`src/rtl/nbus_arb2_pkg.sv`:
```
// Shared definitions for the native-bus two-requester arbiter.
package nbus_arb2_pkg;

  localparam int unsigned NBUS_ADDR_W = 32;
  localparam int unsigned NBUS_DATA_W = 32;
  localparam int unsigned NBUS_WEN_W  = 5;

  // Code 2'd3 is unused and recovers to IDLE.
  typedef enum logic [1:0] {
    IDLE = 2'd0,
    REQ  = 2'd1,
    RESP = 2'd2
  } state_e;

  localparam logic GNT_R0 = 1'b0;
  localparam logic GNT_R1 = 1'b1;

endpackage

```
`src/rtl/nbus_arb2_dfflr.sv`:
```
// Loadable register with synchronous active-low reset to a fixed value.
module dfflr #(
  parameter int unsigned W       = 1,
  parameter logic [W-1:0] RST_VAL = '0
) (
  input  logic         clk,
  input  logic         rst_n,
  input  logic         lden,
  input  logic [W-1:0] d,
  output logic [W-1:0] q
);

  // Reset wins over load; otherwise capture d when enabled.
  always_ff @(posedge clk) begin
    if (!rst_n) begin
      q <= RST_VAL;
    end else if (lden) begin
      q <= d;
    end
  end

endmodule

```
`src/rtl/nbus_arb2.sv`:
```
// Round-robin arbiter merging two native-bus requesters onto one downstream port.
module nbus_arb2
  import nbus_arb2_pkg::*;
#(
  parameter int unsigned ADDR_W = NBUS_ADDR_W,
  parameter int unsigned DATA_W = NBUS_DATA_W,
  parameter int unsigned WEN_W  = NBUS_WEN_W
) (
  input  logic              clk,
  input  logic              rst_n,
  input  logic              r0_val,
  output logic              r0_rdy,
  input  logic [ADDR_W-1:0] r0_adr,
  input  logic [WEN_W-1:0]  r0_wen,
  input  logic [DATA_W-1:0] r0_wdat,
  output logic [DATA_W-1:0] r0_rdat,
  input  logic              r1_val,
  output logic              r1_rdy,
  input  logic [ADDR_W-1:0] r1_adr,
  input  logic [WEN_W-1:0]  r1_wen,
  input  logic [DATA_W-1:0] r1_wdat,
  output logic [DATA_W-1:0] r1_rdat,
  output logic              d_val,
  input  logic              d_rdy,
  output logic [ADDR_W-1:0] d_adr,
  output logic [WEN_W-1:0]  d_wen,
  output logic [DATA_W-1:0] d_wdat,
  input  logic [DATA_W-1:0] d_rdat
);

  localparam int unsigned REQ_W = ADDR_W + WEN_W + DATA_W;

  state_e            state_d, state_q;
  logic [1:0]        state_raw_q;
  logic              gnt_d, gnt_q, gnt_ld;
  logic              last_d, last_q, last_ld;
  logic [REQ_W-1:0]  req_d, req_q;
  logic              req_ld;
  logic [DATA_W-1:0] resp_d, resp_q;
  logic              resp_ld;
  logic              win;

  // The FSM lives in a dfflr, so the enum is recovered by cast; code 3 hits the default arm.
  assign state_q = state_e'(state_raw_q);

  // Winner select, next-state and register load enables.
  always_comb begin
    state_d = state_q;
    gnt_ld  = 1'b0;
    last_ld = 1'b0;
    req_ld  = 1'b0;
    resp_ld = 1'b0;
    if (r0_val && r1_val) begin
      win = (last_q == GNT_R0) ? GNT_R1 : GNT_R0;
    end else if (r1_val) begin
      win = GNT_R1;
    end else begin
      win = GNT_R0;
    end
    gnt_d  = win;
    last_d = gnt_q;
    req_d  = (win == GNT_R1) ? {r1_adr, r1_wen, r1_wdat} : {r0_adr, r0_wen, r0_wdat};
    resp_d = d_rdat;
    case (state_q)
      IDLE: begin
        if (r0_val || r1_val) begin
          state_d = REQ;
          gnt_ld  = 1'b1;
          req_ld  = 1'b1;
        end
      end
      REQ: begin
        if (d_rdy) begin
          state_d = RESP;
          resp_ld = 1'b1;
        end
      end
      RESP: begin
        state_d = IDLE;
        last_ld = 1'b1;
      end
      default: state_d = IDLE;
    endcase
  end

  dfflr #(.W(2), .RST_VAL(IDLE)) u_state (
    .clk(clk), .rst_n(rst_n), .lden(1'b1), .d(state_d), .q(state_raw_q)
  );

  dfflr #(.W(1), .RST_VAL(GNT_R0)) u_gnt (
    .clk(clk), .rst_n(rst_n), .lden(gnt_ld), .d(gnt_d), .q(gnt_q)
  );

  dfflr #(.W(1), .RST_VAL(GNT_R1)) u_last (
    .clk(clk), .rst_n(rst_n), .lden(last_ld), .d(last_d), .q(last_q)
  );

  dfflr #(.W(REQ_W), .RST_VAL('0)) u_req (
    .clk(clk), .rst_n(rst_n), .lden(req_ld), .d(req_d), .q(req_q)
  );

  dfflr #(.W(DATA_W), .RST_VAL('0)) u_resp (
    .clk(clk), .rst_n(rst_n), .lden(resp_ld), .d(resp_d), .q(resp_q)
  );

  // Outputs are pure decodes of flop state; no input reaches an output combinationally.
  assign d_val   = (state_q == REQ);
  assign d_adr   = req_q[REQ_W-1 -: ADDR_W];
  assign d_wen   = req_q[DATA_W +: WEN_W];
  assign d_wdat  = req_q[DATA_W-1:0];
  assign r0_rdy  = (state_q == RESP) && (gnt_q == GNT_R0);
  assign r1_rdy  = (state_q == RESP) && (gnt_q == GNT_R1);
  assign r0_rdat = resp_q;
  assign r1_rdat = resp_q;

endmodule
```
`config.mk`:
```
export PLATFORM = sky130hd
export DESIGN_NAME = nbus_arb2
export DESIGN_NICKNAME = d
export VERILOG_FILES = /design/src/rtl/nbus_arb2_pkg.sv /design/src/rtl/nbus_arb2_dfflr.sv /design/src/rtl/nbus_arb2.sv
export SDC_FILE = /design/constraint.sdc
export NUM_CORES = 1
export LEC_CHECK = 0
export ABC_CLOCK_PERIOD_IN_PS = 2400
export CORE_AREA = 2 2 119 121
export DETAILED_ROUTE_END_ITERATION = 8
export DIE_AREA = 0 0 121 123
export PLACE_DENSITY = 0.81
export SLEW_MARGIN = 40
export SYNTH_ARGS = -nofsm -noshare
export SYNTH_HDL_FRONTEND = slang
export SYNTH_SLANG_ARGS = --single-unit
export TNS_END_PERCENT = 20
```
`constraint.sdc`:
```
create_clock -name clk -period 2.4 [get_ports clk]
set_input_delay 0.24 -clock clk [delete_from_list [all_inputs] [get_ports clk]]
set_output_delay 0.24 -clock clk [all_outputs]
set_load 0.05 [all_outputs]
```
==> metrics.md <==
| Metric | Value |
|---|---|
| Final net count | `1008` |
| CTS tree | `built` |
| Setup crit end kind | `primary output` |
| Die width | `121 µm` |
| Cell Area, Synth | `0.00506 mm²` |
| Avg Cell Area, Syn | `8.65 µm²` |
| Synth warn | `0` |
| Post-cts resize count | `0` |
| H-tree depth | `3` |
| Setup-failing EPs final | `0` |
| First-pass iteration count of the detailed router | `4` |
| Worst Max-Slew Pin Slew | `0.787 ns` |
| Ant. Diodes | `0` |
| DP HPWL | `11900 µm` |
| Routed wire length | `16500 µm` |
| Total GRT Usage | `21.3%` |
| Ports | `311` |
| Area leader, netlist | `dfxtp_1` |
| Post-CTS Hold Buffers | `0` |
| Layout area overhead | `66.3%` |
| Initial Util | `37.2%` |
| Worst Path Class, Setup | `reg2out` |
| Status | `finished clean` |
| Final hold vios | `0` |
| Layout Skew | `0.00546 ns` |
| Register area share after synthesis | `41.5%` |
| Cells along the critical path | `nand2b_1 -> nor2_1 -> clkdlybuf4s50_1` |
| Fill cells | `1174` |
| Global route overflow | `0` |
| Max-slew violation count | `0` |
| PwrDens | `670 mW/mm²` |
| Tmin final | `2.17 ns` |
| Syn_nets | `760` |
| Final period util | `90.3%` |
| Maximum number of pins on one net before global-route repair | `71` |
| Unrepaired setup endpoints after global routing | `no` |
| Postcts setup bufs | `0` |
| Clock Latency Late Sink | `0.34 ns` |
| Syn Inst Count | `585` |
| Reg area | `0.00210 mm²` |
| Port Buffers | `310` |
| FP Rows | `43` |
| Placed cells | `1002` |
| Clock sinks | `105` |
| Multi-input logic area | `0.00243 mm²` |
| Initial DRC Count | `266` |
| Worst hold path type | `in2reg` |
| DR vias/cell | `5.03` |
| DIE AREA | `0.0149 mm²` |
| Final setup margin | `0.233 ns` |
| CTS clk-pin slew, worst paths | `0.07 ns` |
| Non-Filler Instances | `1018` |
| Max Cap Viol | `0` |
| Share of the synthesized area in the top cell type | `41.5%` |
| Slew headroom | `47.6%` |
| Drt wl/cell | `16.2 µm` |
| Root Driver | `clkbuf_16` |
| Layout cell share with drive strength beyond 1 | `12.6%` |
| Die height | `123 µm` |
| CP Launch Type | `register` |
| CP peak stage delay | `0.85 ns` |
| Num CTS Buffers | `9` |
| DR DRC count | `0` |
| #FFs+latches synth | `105` |
| Vias in the first global route | `4874` |
| Vias | `5119` |
| Setup_tns | `0 ns` |
| Clock tree buffer depth | `2` |
| Critical Path RT | `2.16 ns` |
| Total core area | `0.0136 mm²` |
| Initial antenna violation count | `0` |
| VDD IR-drop max | `401 µV` |
| Pleak | `3.00 nW` |
| Pre-CTS WS | `0.264 ns` |
| Final Wtd Congestion | `0.792` |
| Worst Path Arrival | `1.93 ns` |
| Largest cells by area after synthesis | `dfxtp_1 (42%), a311oi_2 (20%), nand2_1 (15%)` |
| ANT nets after route | `0` |
| CP Max Fanout | `6` |
| Fmax | `0.462 GHz` |
| First-pass GRT wire length | `25300 µm` |
| CP max-delay cell | `clkdlybuf4s50_1` |
| Library cells used by synthesis | `23` |
cell families after synthesis:
logic type | Yosys count | synth area share [%]
buffers and inverters | 90 | 10.6
AOI/OAI and AO/OA | 176 | 31.4
and+or+nand+nor | 214 | 16.4
DFF | 105 | 41.5
report_power, final:
group | leakage [nW] | internal [W] | switching, W | total, W
Combinational | 1.97 | 0.000811 | 0.00121 | 0.00202
Sequential | 0.867 | 0.00191 | 0.0000955 | 0.00200
Clock | 0.162 | 0.000968 | 0.000653 | 0.00162
Total | 3.00 | 0.00369 | 0.00195 | 0.00564
path summary, 6_finish.rpt:
check | from | end | slack, ns | cells past startpoint
worst max-delay path | u_state.q[1] | r1_rdy | 0.23 | 3
worst max register to register | u_state.q[1] | u_req.q[8] | 0.62 | 4
worst min-delay path | d_rdat[0] | u_resp.q[0] | 0.44 | 3
worst min register to register | u_resp.q[13] | u_resp.q[13] | 0.47 | 2
state kept, by name, summed over array words and instances, names as in the netlist:
name       cells
u_state.q      2
u_last.q       1
u_gnt.q        1
u_req.q       69
u_resp.q      32
critical path: cells and delay by family (launching register included):
kind	cells	cell delay, ns
buf+inv	1	0.85
simple gates	2	0.29
flops	1	0.45
cell usage after synthesis:
cell      number
nor2_1         3
buf_1          3
dfxtp_1      105
and2_4         1
a21bo_1        1
buf_2          6
a21boi_2       1
a21oi_1      102
nor2_2         1
a211o_1        1
nor2b_1        2
nor3_1         1
and3b_1        1
nand3b_1       1
nand2_1      202
buf_4         33
o21a_1         2
inv_1          2
nand2b_1       1
buf_6          9
clkbuf_1      37
or2_1          1
a311oi_2      69
cells in the final DEF, fill, tap and decap left out, types with 2 or more instances in the layout:
master and count:
clkbuf_16 9, bufinv_16 2, nor2b_1 2, nor2_1 3
a21oi_1 102, clkinv_2 2, clkdlybuf4s50_1 310, clkbuf_8 2
nand2_1 202, o21a_1 2, buf_12 8, dfxtp_1 105
a311oi_2 69, buf_4 7
metrics by stage:
step	utilization [%]	power [W]	instance area, µm²	hold WS (ns)
floorplan	-	0.00331	5060	0.358
global placement	59.4	0.00405	8090	0.454
detailed placement	59.4	0.00407	8090	0.458
CTS	61.8	0.00570	8420	0.426
global route	61.8	0.00588	8420	0.439
finish	61.8	0.00564	8420	0.443
per-layer routing:
layer	global-route usage [%]	share of wire, %
met1	24.5	39
met2	37.5	50
met3	6.60	9.1
met4	7.12	2.2
met5	0	0
area by class of cell:
class | count | share of cell area, %
clock buffer | 11 | 3.00
clock inverter | 5 | 0.922
sequential | 105 | 25.0
tap | 180 | 2.68
timing repair buffer | 325 | 39.4
multi-input combinational | 390 | 28.9
inverter | 2 | 0.119
Note: power is estimated with default switching activity, not from simulation.
